===== config.mk =====
export PLATFORM = sky130hd
export DESIGN_NAME = cordic_rotator
export DESIGN_NICKNAME = d
export VERILOG_FILES = /design/src/rtl/cordic_pkg.sv /design/src/rtl/cordic_microrotation.sv /design/src/rtl/cordic_rotator.sv
export SDC_FILE = /design/constraint.sdc
export NUM_CORES = 1
export LEC_CHECK = 0
export CAP_MARGIN = 20
export CORE_ASPECT_RATIO = 0.9
export CORE_UTILIZATION = 55
export DETAILED_ROUTE_END_ITERATION = 8
export PLACE_DENSITY_LB_ADDON = 0.3
export SYNTH_ARGS = -nofsm -noshare
export SYNTH_HDL_FRONTEND = slang
export SYNTH_HIERARCHICAL = 1
export SYNTH_SLANG_ARGS = --single-unit

===== constraint.sdc =====
create_clock -name clock -period 5.4 [get_ports clock]
set_clock_uncertainty 0.15 [all_clocks]
set_input_delay 1.62 -clock clock [delete_from_list [all_inputs] [get_ports clock]]
set_output_delay 1.62 -clock clock [all_outputs]
set_load 0.02 [all_outputs]

===== src/rtl/cordic_pkg.sv =====
// Shared CORDIC types and constants: FSM state, quarter code, arctangent table, gain-scaled x0.
package cordic_pkg;

    typedef enum logic [1:0] {
        ST_IDLE   = 2'd0,
        ST_ROTATE = 2'd1,
        ST_FINISH = 2'd2
    } cordic_state_t;

    // Quarter of the turn, passed to the downstream quarter selector.
    typedef logic [1:0] quarter_t;

    // round(atan(2^-i) * 2^16 / 2pi): arctangent table for a 16-bit turn.
    localparam logic [15:0] ATAN [16] = '{
        16'd8192, 16'd4836, 16'd2555, 16'd1297, 16'd651, 16'd326, 16'd163, 16'd81,
        16'd41,   16'd20,   16'd10,   16'd5,    16'd3,   16'd1,   16'd1,   16'd0
    };

    // CORDIC gain compensation 1/K = 0.6072529350 in Q30.
    localparam longint INV_GAIN_Q30 = 64'd652032874;

    // Table entry rescaled to a pw-bit turn (exact at pw=16).
    function automatic logic [31:0] atan_entry(input int i, input int pw);
        logic [31:0] v;
        if (i > 15) return 32'd0;
        v = 32'(ATAN[i]);
        if (pw == 16) return v;
        if (pw < 16)  return (v + (32'd1 << (15 - pw))) >> (16 - pw);
        return v << (pw - 16);
    endfunction

    // round(peak * (1/K) * 2^guard), the x0 that makes the final vector land on the peak.
    function automatic longint cordic_x0(input int dw, input int guard);
        longint peak;
        peak = (longint'(1) << (dw - 1)) - 1;
        return (((peak * INV_GAIN_Q30) << guard) + (longint'(1) << 29)) >>> 30;
    endfunction

    localparam longint CORDIC_X0 = cordic_x0(12, 2);  // 4972

endpackage


===== src/rtl/cordic_microrotation.sv =====
// One combinational CORDIC micro-rotation in rotation mode; direction follows the sign of z.
module cordic_microrotation #(
    parameter int XW = 16,
    parameter int ZW = 16,
    parameter int IW = 4
) (
    input  logic signed [XW-1:0] i_x,
    input  logic signed [XW-1:0] i_y,
    input  logic signed [ZW-1:0] i_z,
    input  logic        [IW-1:0] i_iter,
    input  logic signed [ZW-1:0] i_atan,
    output logic signed [XW-1:0] o_x,
    output logic signed [XW-1:0] o_y,
    output logic signed [ZW-1:0] o_z
);
    logic signed [XW-1:0] w_xs;
    logic signed [XW-1:0] w_ys;
    logic                 w_pos;

    assign w_xs  = i_x >>> i_iter;
    assign w_ys  = i_y >>> i_iter;
    assign w_pos = ~i_z[ZW-1];

    // d=+1 when z>=0 rotates counter-clockwise, otherwise clockwise.
    always_comb begin
        o_x = w_pos ? (i_x - w_ys)   : (i_x + w_ys);
        o_y = w_pos ? (i_y + w_xs)   : (i_y - w_xs);
        o_z = w_pos ? (i_z - i_atan) : (i_z + i_atan);
    end
endmodule


===== src/rtl/cordic_rotator.sv =====
// Iterative CORDIC: phase word -> first-quadrant |cos|/|sin| magnitudes plus quarter code.
module cordic_rotator
    import cordic_pkg::*;
#(
    parameter int DATA_WIDTH  = 12,
    parameter int PHASE_WIDTH = 16,
    parameter int ITERATIONS  = 12,
    parameter int GUARD       = 2
) (
    input  logic                         clock,
    input  logic                         reset_n,
    input  logic [PHASE_WIDTH-1:0]       phase_in,
    input  logic                         phase_valid,
    output logic                         phase_ready,
    output logic signed [DATA_WIDTH:0]   x_out,
    output logic signed [DATA_WIDTH:0]   y_out,
    output quarter_t                     quarter_out,
    output logic                         out_valid
);
    localparam int XW = DATA_WIDTH + GUARD + 2;
    localparam int ZW = PHASE_WIDTH;
    localparam int IW = $clog2(PHASE_WIDTH);
    localparam logic signed [XW-1:0] X0   = XW'(cordic_x0(DATA_WIDTH, GUARD));
    localparam logic signed [XW:0]   RND  = (GUARD > 0) ? (XW+1)'(1 << (GUARD - 1)) : '0;
    localparam logic signed [XW:0]   PEAK = (XW+1)'((1 << (DATA_WIDTH - 1)) - 1);
    localparam logic [IW-1:0]        LAST = IW'(ITERATIONS - 1);
    localparam logic signed [ZW-1:0] QTURN = ZW'(1 << (PHASE_WIDTH - 2));

    cordic_state_t              r_state;
    logic                       r_ready;
    quarter_t                   r_q;
    logic signed [XW-1:0]       r_x, r_y;
    logic signed [ZW-1:0]       r_z;
    logic [IW-1:0]              r_iter;
    logic signed [DATA_WIDTH:0] r_xo, r_yo;
    quarter_t                   r_qo;
    logic                       r_ov;

    logic signed [ZW-1:0]       w_r, w_z0, w_atan, w_zn;
    logic signed [XW-1:0]       w_xn, w_yn;
    logic signed [DATA_WIDTH:0] w_xsat, w_ysat;

    // Odd quarters fold to 90deg-r so the selector's sign rules yield cos/sin directly;
    // r=0 gives exactly 2^(PW-2), which still fits the signed z register.
    assign w_r    = ZW'(phase_in[PHASE_WIDTH-3:0]);
    assign w_z0   = phase_in[PHASE_WIDTH-2] ? (QTURN - w_r) : w_r;
    assign w_atan = ZW'(atan_entry(int'(r_iter), PHASE_WIDTH));

    cordic_microrotation #(.XW(XW), .ZW(ZW), .IW(IW)) u_rot (
        .i_x(r_x), .i_y(r_y), .i_z(r_z), .i_iter(r_iter), .i_atan(w_atan),
        .o_x(w_xn), .o_y(w_yn), .o_z(w_zn)
    );

    // Drop guard bits with round-half-up, then clamp to [0, peak].
    function automatic logic signed [DATA_WIDTH:0] round_sat(input logic signed [XW-1:0] v);
        logic signed [XW:0] t;
        t = ((XW+1)'(v) + RND) >>> GUARD;
        if (t < 0)    return '0;
        if (t > PEAK) return PEAK[DATA_WIDTH:0];
        return t[DATA_WIDTH:0];
    endfunction

    assign w_xsat = round_sat(r_x);
    assign w_ysat = round_sat(r_y);

    // Control FSM plus datapath and held output registers.
    always_ff @(posedge clock or negedge reset_n) begin
        if (!reset_n) begin
            r_state <= ST_IDLE;
            r_ready <= 1'b0;
            r_q     <= '0;
            r_x     <= '0;
            r_y     <= '0;
            r_z     <= '0;
            r_iter  <= '0;
            r_xo    <= '0;
            r_yo    <= '0;
            r_qo    <= '0;
            r_ov    <= 1'b0;
        end else begin
            r_ov <= 1'b0;
            case (r_state)
                ST_IDLE: begin
                    r_ready <= 1'b1;
                    if (phase_valid && r_ready) begin
                        r_q     <= phase_in[PHASE_WIDTH-1 -: 2];
                        r_x     <= X0;
                        r_y     <= '0;
                        r_z     <= w_z0;
                        r_iter  <= '0;
                        r_ready <= 1'b0;
                        r_state <= ST_ROTATE;
                    end
                end
                ST_ROTATE: begin
                    r_x    <= w_xn;
                    r_y    <= w_yn;
                    r_z    <= w_zn;
                    r_iter <= r_iter + 1'b1;
                    if (r_iter == LAST) r_state <= ST_FINISH;
                end
                ST_FINISH: begin
                    r_xo    <= w_xsat;
                    r_yo    <= w_ysat;
                    r_qo    <= r_q;
                    r_ov    <= 1'b1;
                    r_ready <= 1'b1;
                    r_state <= ST_IDLE;
                end
                default: begin
                    r_ready <= 1'b0;
                    r_state <= ST_IDLE;
                end
            endcase
        end
    end

    assign phase_ready = r_ready;
    assign x_out       = r_xo;
    assign y_out       = r_yo;
    assign quarter_out = r_qo;
    assign out_valid   = r_ov;
endmodule


==> Yosys cells after proc, flatten, opt, wreduce, memory -nomap -nowiden <==
Memory sizes are Yosys's and may differ from the RTL's.
Cells that the tools add are included.
W data, S select, Z words.
{ "totals": {"regBits": 86, "mem_bits_ro": 256, "inputBits": 19, "output_inout_bits": 30, "elab_cells": 75, "n_memories": 1} }
{ "mem_list": {"columns": ["memory", "words", "word_bits", "read_ports", "rd_clocked_by_memory_dff", "wr", "line_no", "source"], "rows": [
  ["(name not given)", 16, 16, 1, 0, 0, "cordic_pkg.sv:26", "v = 32'(ATAN[i]);"]
]} }
{ "op_classes": {"addsub": 10, "n_lt_le_gt_ge": 5, "eq_ne": 5, "n_shift": 2, "mux": 34, "bitwise": 1, "reduce_logical": 6} }
{ "ops": {"columns": ["operator", "n"], "rows": [
  ["$mux W16", 9],
  ["$mux W13", 8],
  ["$pmux W16 S2", 3],
  ["$add A16 B16 Y16", 3],
  ["$sub A16 B16 Y16", 3],
  ["$add A16 B3 Y17 const B", 2],
  ["$ge A32 B5 Y1 const B", 1],
  ["$not A4 Y32", 1],
  ["$sshr A16 B4 Y16", 2],
  ["$gt A15 B12 Y1 const B", 2],
  ["$lt A15 B1 Y1 const B", 2],
  ["$sub A15 B14 Y16 const A", 1],
  ["$mux W1", 8],
  ["$pmux W4 S2", 1],
  ["$reduce_and A2 Y1", 3],
  ["$add A4 B1 Y4 const B", 1],
  ["$eq A4 B4 Y1 const B", 1],
  ["$mux W2", 2],
  ["$mux W4", 1],
  ["$ne A2 B2 Y1 const B", 2],
  ["$pmux W2 S2", 1],
  ["$pmux W1 S3", 1],
  ["$eq A2 B1 Y1 const B", 1],
  ["$eq A2 B2 Y1 const B", 1],
  ["other kinds (3)", 3]
]} }

==> Logic depth before layout (Yosys ltp) <==
Gate-level depths: netlist (run 1).
{ "depth": {"depth_word": 7, "ltp_mapped": 20, "mapped_depth_nobuf": 20} }

==> By module <==
The synthesis (run 1) kept the hierarchy.
{ "by_module_without_submodules": {"columns": ["mod", "instances", "cells_per_inst", "area_each_um2", "seq_area_each_um2"], "rows": [
  ["cordic_microrotation", 1, 587, 4628.2, 0.0],
  ["cordic_rotator", 1, 479, 4576.9, 2152.1]
]} }

==> Worst setup path before layout (run 1) <==
Ideal clock, no wire load.
{ "synth_timing": {"kind": "reg2reg", "from": "register r_iter[0]", "to": "register r_x[14]", "setup_time_ns": 0.121, "t_arrival_ns": 4.138, "t_required_ns": 5.129, "path_slack_ns": 0.991, "path_stages_with_launch": 18, "path_buffers": 2, "synth_period_minus_slack_ns": 4.409, "cell_sequence": "dfrtp_1 buf_6 buf_6 mux4_2 a22oi_1 nand3_1 inv_1 ha_1 mux2_2 fa_1 a21o_1 a21oi_1 o21bai_1 a221o_1 a211oi_1 or3_1 o211ai_1 a22o_1"} }
{ "synth_via": {"elab_chain_cells": 4, "word_cells_on_any_way": 5, "cone_classes": "2 x add/sub; 1 x shift; 2 x mux"} }
{ "synth_lines": {"columns": ["element", "line_no", "source"], "rows": [
  ["from (decl)", "cordic_rotator.sv:34", "logic [IW-1:0] r_iter;"],
  ["from (signal assigned)", "cordic_rotator.sv:99", "r_iter <= r_iter + 1'b1;"],
  ["$sshr A16 B4 Y16 *", "cordic_microrotation.sv:21", "assign w_ys = i_y >>> i_iter;"],
  ["$sub A16 B16 Y16 or $add A16 B16 Y16 (tied branches)", "cordic_microrotation.sv:26", "o_x = w_pos ? (i_x - w_ys) : (i_x + w_ys);"],
  ["$mux W16 *", "cordic_microrotation.sv:26", null],
  ["net w_xn[14]", "cordic_rotator.sv:40", "logic signed [XW-1:0] w_xn, w_yn;"],
  ["$pmux W16 S2 *", "cordic_rotator.sv:82", "case (r_state)"],
  ["to (signal assigned)", "cordic_rotator.sv:96", "r_x <= w_xn;"],
  ["to (decl)", "cordic_rotator.sv:32", "logic signed [XW-1:0] r_x, r_y;"]
]} }
The timed path passes the listed nets; every way through them passes the cells marked *.
A chain may end at the register's enable or synchronous reset.

==> Worst setup path after layout (run 1) <==
{ "layout_timing": {"from": "register r_iter[0]", "to": "register r_y[15]"} }
{ "layout_via": {"elab_chain_cells": 4, "word_cells_on_any_way": 5, "cone_classes": "2 x add/sub; 1 x shift; 2 x mux"} }
{ "layout_lines": {"columns": ["element", "line_no", "source"], "rows": [
  ["$sshr A16 B4 Y16 *", "cordic_microrotation.sv:20", "assign w_xs = i_x >>> i_iter;"],
  ["$add A16 B16 Y16 or $sub A16 B16 Y16 (tied branches)", "cordic_microrotation.sv:27", "o_y = w_pos ? (i_y + w_xs) : (i_y - w_xs);"],
  ["$mux W16 *", "cordic_microrotation.sv:27", null],
  ["net w_yn[15]", "cordic_rotator.sv:40", null],
  ["$pmux W16 S2 *", "cordic_rotator.sv:82", null],
  ["to (signal assigned)", "cordic_rotator.sv:97", "r_y <= w_yn;"],
  ["to (decl)", "cordic_rotator.sv:32", null]
]} }
Marked as above.

==> metrics, run 1 <==
FFs w/ async S/R, synth 100%; post-CTS setup buffer count 0; ANT cells 0; Antenna Violating Nets Remaining 0; CP endpoint r_y[15]; Min-Delay Startpoint quarter_out[1]; fin crit share 88.6%; DP HPWL 17100 um; worst hold margin 326 ps; R2R cell count 16; Tmin final 4790 ps; Cell variety after synth 88; initial DRC count 817; Clk Tree Root Cell clkbuf_16; largest net degree at the start of global routing 58; Die Wd 138 um; Slowest cell on crit path dfrtp_4; worst path required time 5530 ps; worst rel slew slack 31.0%; FILL cells 1393; EDFF count, synth 0; RSZ-0062 raised after global routing false; CP Capture Type flop; DR vias 8459; initial antenna violation count 0; Layout Nets 1174; Clock transition at path regs 80 ps; failing checks DRC; total grt overflow 0; register area share after synthesis 23.4%; Max Cap Violations 0; core region area 16200 um^2; CTS tree done; DRC Markers 14; GRT Total Usage 28.5%; CTS Hold Bufs 0; cts repair resizes 0; Clock Latency Late Sink 360 ps; CP startpoint r_iter[0]; Post-Route WL 24300 um; crit path launch type flop; vias in the first global route 7896; area grow syn2layout 10.2%; first-pass GRT wire length 39800 um; drt pass-1 iters 7; Crit. path cell count 16; Vias/cell 6.50; Clock Tree Buf Depth 2; cell count after synthesis 1066; ratio of cells with drive above 1 in the final layout 9.78%; kind of critical path flop to flop; HP Class flop to flop; Post-Place Worst Slack 483 ps; num rows 44; Final Max Tran Viols 0; Setup TNS 0 ps; Bufs and invs on worst path 1; ys flop type dfrtp_1; Peak Freq 209 MHz; I/O Buffers 48; flops & latches, synth 86; WL per Instance 18.7 um; CP Cell Sequence mux4_2 > and2_1 > o31ai_1 > ha_1 > a21oi_1 > ha_1 > nor2b_1 > o31a_1 > o41ai_1 > buf_4 > o211a_1 > o31ai_1 > a31oi_1 > xnor2_1 > nand2_1 > o21ai_0; Post-Syn Area 9210 um^2; Final Hold Viols 0; Die Span Y 125 um; Top delay family on crit path compound AO/OA/AOI/OAI gates; Crit path largest cell delay 730 ps; clock net sink count 86; Avg Synthesized Cell Area 8.64 um^2; dpl cells 1285; Final Worst Setup Slack 615 ps; GPL Wtd Cong 0.938; # setup viols final 0; Critical Path Fanout Max 33; reg-to-reg slack, setup 610 ps; result of the run finished with violations; non-filler instance count after layout 1301; Initial Util 56.7%; Ports 49; number of synthesis warnings 6; R2R Path End r_y[15]; reg2reg start r_iter[0]; total CTS buffers 9; H-Tree Depth 3; WP data arrival 4920 ps; worst-margin pin slew 1040 ps; full die area 17300 um^2
-- tightest hold or removal path, cell delays in order, from the launching register on --
cell and delay (ps):
dfrtp_1 350, nand2_1 50, nand2_1 50
-- metal layers --
layer | track usage (%) | vias up | wire length [um]
met2 | 43.6 | 371 | 10700
met4 | 11.6 | 0 | 702
met3 | 5.96 | 59 | 1840
li1 | - | 4008 | -
met1 | 39.1 | 4021 | 11100
met5 | 0 | - | 0
-- how the worst min path moves through the flow --
stage                      to  slack (ps)  cells past startpoint
3_5_place_dp   quarter_out[1]         320                      2
3_3_place_gp   quarter_out[1]         310                      2
2_1_floorplan  quarter_out[0]         290                      2
5_1_grt             y_out[11]         350                      1
6_report       quarter_out[1]         330                      2
4_1_cts        quarter_out[1]         330                      2
-- cell families (layout without fill, tap and decap cells) --
logic type	Yosys count	count (layout)	synth area share, %
other cells	1	3	0.0407
xor+xnor	108	108	10.3
mux	53	53	9.81
buf+inv	94	120	4.65
fa+ha+maj	66	66	9.22
flops	86	86	23.4
compound gates	311	311	24.0
simple gates	347	347	18.6
-- through the flow --
| stage | utilization (%) | instance area [um^2] |
|---|---|---|
| 4_1_cts | 62.4 | 10100 |
| 5_1_grt | 62.4 | 10100 |
| 3_5_place_dp | 60.6 | 9830 |
| 6_report | 62.4 | 10100 |
| 3_3_place_gp | 60.4 | 9810 |
| 2_1_floorplan | - | 9210 |
-- area by class of cell --
class	instances	area, um^2	area share [%]
clock inverter	7	76.3	0.753
sequential	86	2160	21.3
clock buffer	9	225	2.22
inverter	37	139	1.37
tap	207	259	2.55
multi-input combinational	888	6640	65.5
timing repair buffer	67	641	6.32
-- state kept, by name, indices dropped and copies added (netlist names) --
signal,count
r_x,16
r_y,16
r_z,16
x_out,13
y_out,13
r_iter,4
quarter_out,2
r_q,2
r_state,2
out_valid,1
phase_ready,1
-- synthesized netlist by cell type (18+ instances only) --
cell	count	area, um^2
a21oi_1	76	380
a22o_1	27	236
xnor2_1	61	534
dfrtp_1	86	2150
clkbuf_1	32	120
inv_1	37	139
o211ai_1	19	143
nor2_1	89	334
nor3_1	25	125
a211oi_1	18	135
ha_1	63	788
mux4_2	25	563
xor2_1	47	412
o21ai_0	44	220
nand3_1	30	150
nand2_1	97	364
-- cells in the final DEF (no fill, tap or decap), types with 11 or more instances in the layout --
master and count:
o21ai_0 44, nand2b_1 16, buf_4 19, a22o_1 27
mux2i_1 16, inv_1 37, nor3_1 25, dfrtp_1 83
o211ai_1 19, ha_1 63, a31oi_1 13, a21oi_1 76
nand4_1 11, nor2b_1 12, nand2_1 97, xnor2_1 61
and2_1 14, nor2_1 89, nand3_1 30, a21o_1 14
xor2_1 47, a211oi_1 18, mux4_2 25, clkdlybuf4s50_1 47
Power of run 1 is not shown: default switching activity piles up to over one toggle a cycle in this logic, so the estimate is an artifact.
==> inputs of run 2 (changes only) <==
--- a/config.mk
+++ b/config.mk
@@ -5,7 +5,6 @@
 export SDC_FILE = /design/constraint.sdc
 export NUM_CORES = 1
 export LEC_CHECK = 0
-export CAP_MARGIN = 20
 export CORE_ASPECT_RATIO = 0.9
 export CORE_UTILIZATION = 55
 export DETAILED_ROUTE_END_ITERATION = 8
==> run 2 against run 1 <==
  * The run still ends with DRC left
  * Die area unchanged
  * Count of clock-buffer cells in the layout unchanged
  * First-iteration DRC count increased by 4.5%
  * Maximum frequency decreased by 2.6%
  * Largest cell class unchanged
  * Critical path type unchanged
==> metrics, run 2 (same netlist as run 1, synthesis figures left out) <==
fin crit share 90.9% (+2.3 points); DRC Markers 14 (unchanged); Top delay family on crit path compound AO/OA/AOI/OAI gates; Final Max Tran Viols 0 (unchanged); sequential cell area 2160 um^2 (-0.12%); Final Util 62.3% (-0.18 points); failing checks DRC; Clk Tree Root Cell clkbuf_16; Max Cap Violations 0 (unchanged); Crit path largest cell delay 810 ps (+80 ps); total grt overflow 0 (unchanged); Layout Nets 1173 (-0.085%); Post-Route WL 24500 um (+0.63%); Antenna Violating Nets Remaining 0 (unchanged); # setup viols final 0 (unchanged); most common cell after layout, fill and taps aside nand2_1; kind of critical path flop to flop; first-pass GRT wire length 40100 um (+0.85%); Ports 49 (unchanged); DR vias 8528 (+0.82%); commonest cells after routing, fill and taps aside nand2_1 (97), nor2_1 (89), dfrtp_1 (83); initial DRC count 854 (+4.5%); core region area 16200 um^2 (unchanged); biggest regs r_x x16, r_y x16, r_z x16; multi-input combinational cell area 6640 um^2 (unchanged); Min-Delay Startpoint quarter_out[0]; CTS Hold Bufs 0 (unchanged); clock net sink count 86 (unchanged); largest net degree at the start of global routing 58 (unchanged); num rows 44 (unchanged); Critical Path Fanout Max 30 (-9.1%); Die Span Y 125 um (unchanged); WP data arrival 5020 ps (+100 ps); area grow syn2layout 9.84%; I/O Buffers 48 (unchanged); vias in the first global route 7853 (-0.54%); drt pass-1 iters 7 (unchanged); ratio of cells with drive above 1 in the final layout 9.70% (-0.083 points); full die area 17300 um^2 (unchanged); worst rel slew slack 20.8% (-10 points); Initial Util 56.7% (unchanged); WL per Instance 18.8 um (+0.71%); Clock Latency Late Sink 360 ps (about the same); ANT cells 0 (unchanged); worst-margin pin slew 1190 ps (+152 ps); worst path required time 5510 ps (-20 ps); H-Tree Depth 3 (unchanged); RSZ-0062 raised after global routing false; Clock transition at path regs 70 ps (about the same); Vias/cell 6.56 (+0.89%); result of the run finished with violations; HP Class flop to flop; Clock Tree Buf Depth 2 (unchanged); Final Hold Viols 0 (unchanged); initial antenna violation count 0 (unchanged); reg2reg start r_iter[1]; Most Frequent Cell on Critical Path ha_1; CP Cell Sequence inv_1 > ha_1 > mux2_2 > a21oi_1 > inv_1 > ha_1 > mux2_2 > ha_1 > a211oi_1 > nor2_1 > o31ai_1 > a31oi_1 > a211oi_1 > a21oi_1 > xnor2_1 > a22o_1; CTS tree done; cts repair resizes 0 (unchanged); CP Capture Type flop; GRT Total Usage 28.8% (+0.31 points); Tmin final 4910 ps (+126 ps); total CTS buffers 9 (unchanged); Setup TNS 0 ps (unchanged); Slowest cell on crit path dfrtp_2; crit path launch type flop; post-CTS setup buffer count 0 (unchanged); Die Wd 138 um (unchanged); CP startpoint r_iter[1]; Peak Freq 204 MHz (-2.6%); Bufs and invs on worst path 2 (+1); DP HPWL 17000 um (-0.40%); GPL Wtd Cong 0.938 (unchanged); FILL cells 1404 (+0.79%)
[run 2: area by class of cell]
class	instances	share of cell area [%]
Clock inverter	7	0.755
Multi-Input combinational cell	888	65.7
Inverter	37	1.37
Sequential cell	86	21.3
Timing Repair Buffer	66	6.06
Clock buffer	9	2.23
Tap cell	207	2.56
[run 2: tightest hold or removal path: cells and delay by family, from the launching register on]
kind	cells	cell delay (ps)
simple gates	2	100
flops	1	350
[run 2: through the flow]
| step | worst slack, ps | cells | hold slack [ps] | instance area [um^2] |
|---|---|---|---|---|
| 2_1_floorplan | 991 | 1068 | 289 | 9210 |
| 3_3_place_gp | 612 | 1284 | 309 | 9810 |
| 3_5_place_dp | 474 | 1284 | 315 | 9810 |
| 4_1_cts | 462 | 1300 | 334 | 10100 |
| 5_1_grt | 43.1 | 1300 | 353 | 10100 |
| 6_report | 489 | 1300 | 332 | 10100 |
[run 2: worst paths after layout]
kind	to	cells after the start	slack, ps
worst max-delay path	r_z[15]	16	490
worst min-delay path	quarter_out[0]	2	330
max in group asynchronous	r_y[13]	2	3020
worst max register to register	r_z[15]	16	490
worst min register to register	quarter_out[0]	2	330
min in group asynchronous	r_x[12]	1	1190
[run 2: metal layers]
layer,up-vias,global-route usage (%),part of all wire [%]
li1,3994,-,-
met1,4088,40.0,45
met2,385,45.1,44
met3,61,4.77,7.8
met4,0,10.4,2.6
met5,-,0,0
Power of run 2 is left out for the same reason.
==> inputs of run 3 (changes only) <==
--- a/config.mk
+++ b/config.mk
@@ -8,7 +8,9 @@
 export CORE_ASPECT_RATIO = 0.9
 export CORE_UTILIZATION = 55
 export DETAILED_ROUTE_END_ITERATION = 8
+export GPL_ROUTABILITY_DRIVEN = 0
 export PLACE_DENSITY_LB_ADDON = 0.3
+export SETUP_SLACK_MARGIN = 0.05
 export SYNTH_ARGS = -nofsm -noshare
 export SYNTH_HDL_FRONTEND = slang
 export SYNTH_HIERARCHICAL = 1
==> run 3 against run 2 <==
  * The run still ends with DRC left
  * First-iteration DRC count grew 9.0%
  * Register-to-register slack gained 20 ps
  * Core utilization grew 0.25 points
  * Sequential cell count is the same
  * Count of clock-buffer cells in the layout is the same
  * Design area grew 0.40%
  * Routed wire length is essentially flat
  * Critical path depth grew 1
  * Critical endpoint is now r_y[15]
==> metrics, run 3 (same netlist as run 1, synthesis figures left out) <==
kind of critical path flop to flop; failing checks DRC; worst hold margin 332 ps (+0.151 ps); Peak Freq 204 MHz (+0.33%); largest net degree at the start of global routing 59 (+1.7%); total CTS buffers 9 (unchanged); Clock Tree Buf Depth 2 (unchanged); Antenna Violating Nets Remaining 0 (unchanged); Layout Nets 1177 (+0.34%); CP Capture Type flop; ratio of cells with drive above 1 in the final layout 10.0% (+0.33 points); first-pass GRT wire length 40400 um (+0.62%); worst-margin pin slew 1190 ps (+2.81 ps); R2R Path End r_y[15]; drt pass-1 iters 7 (unchanged); initial antenna violation count 0 (unchanged); reg2reg start r_iter[0]; worst rel slew slack 20.5% (-0.36 points); initial DRC count 931 (+9.0%); FILL cells 1379 (-1.8%); Post-Route WL 24500 um (about the same); Clock transition at path regs 70 ps (about the same); RSZ-0062 raised after global routing false; full die area 17300 um^2 (unchanged); DR vias 8448 (-0.94%); clock net sink count 86 (unchanged); H-Tree Depth 3 (unchanged); Critical Path Fanout Max 29 (-3.3%); Die Span Y 125 um (unchanged); CP startpoint r_iter[0]; WP data arrival 5020 ps (about the same); CTS Hold Bufs 0 (unchanged); Setup TNS 0 ps (unchanged); # setup viols final 0 (unchanged); DRC Markers 14 (unchanged); crit path launch type flop; vias in the first global route 7951 (+1.2%); DP HPWL 17300 um (+1.6%); biggest regs r_x x16, r_y x16, r_z x16; total grt overflow 0 (unchanged); Clock Latency Late Sink 360 ps (about the same); result of the run finished with violations; Clk Tree Root Cell clkbuf_16; Final Hold Viols 0 (unchanged); Ports 49 (unchanged); most common cell after layout, fill and taps aside nand2_1; Die Wd 138 um (unchanged); GRT Total Usage 29.0% (+0.19 points); CTS tree done; fin crit share 90.6% (-0.30 points); area grow syn2layout 10.3%; reg-to-reg slack, setup 510 ps (+20 ps); Max Cap Violations 0 (unchanged); post-CTS setup buffer count 0 (unchanged); I/O Buffers 48 (unchanged); R2R cell count 17 (+1); HP Class flop to flop; Tmin final 4890 ps (-16.2 ps); CP endpoint r_y[15]; Vias/cell 6.48 (-1.2%); Initial Util 56.7% (unchanged); cts repair resizes 0 (unchanged); ANT cells 0 (unchanged); Final Max Tran Viols 0 (unchanged); core region area 16200 um^2 (unchanged); WL per Instance 18.8 um (-0.29%); worst path required time 5530 ps (+20 ps); num rows 44 (unchanged); commonest cells after routing, fill and taps aside nand2_1 (97), nor2_1 (89), dfrtp_1 (83)
[run 3: metrics by stage]
| step | instance area [um^2] | std cells | util, % | worst slack (ps) |
|---|---|---|---|---|
| floorplan | 9210 | 1068 | - | 991 |
| global placement | 9840 | 1288 | 60.6 | 654 |
| detailed placement | 9840 | 1288 | 60.6 | 531 |
| CTS | 10200 | 1304 | 62.5 | 497 |
| global route | 10200 | 1304 | 62.5 | 120 |
| finish | 10200 | 1304 | 62.5 | 505 |
[run 3: how the worst min path moves through the flow]
stage / start / endpoint / depth (start not counted)
2_1_floorplan: r_q[0] / quarter_out[0] / 2
3_3_place_gp: quarter_out[0] / quarter_out[0] / 2
3_5_place_dp: y_out[11] / y_out[11] / 1
4_1_cts: quarter_out[0] / quarter_out[0] / 2
5_1_grt: x_out[4] / x_out[4] / 2
6_report: x_out[4] / x_out[4] / 2
[run 3: critical path, stage by stage (launching register included)]
cell,delay [ps]
dfrtp_2,830
buf_4,280
mux4_1,630
a22o_1,260
a21oi_1,280
a31oi_1,180
xnor2_1,180
ha_1,330
o21a_1,130
o31a_1,190
o41ai_1,90
buf_4,150
o211a_1,240
o31ai_1,370
a31oi_1,180
xnor2_1,180
nand2_1,70
o21ai_0,110
[run 3: metal layers]
layer	GRT usage [%]	vias up	part of all wire, %
li1	-	3999	-
met1	40.1	4034	45
met5	0	-	0
met2	45.4	366	45
met3	4.46	49	7.8
met4	11.4	0	2.5
[run 3: cell type report]
cell class	count	area [um^2]	area share [%]
clock buffers	9	225	2.22
clock inverters	7	88.8	0.875
inverters	37	139	1.37
multi-input cells	888	6640	65.4
flip-flops and latches	86	2160	21.2
well taps	207	259	2.55
repair buffers	70	643	6.34
Power of run 3 is left out for the same reason.
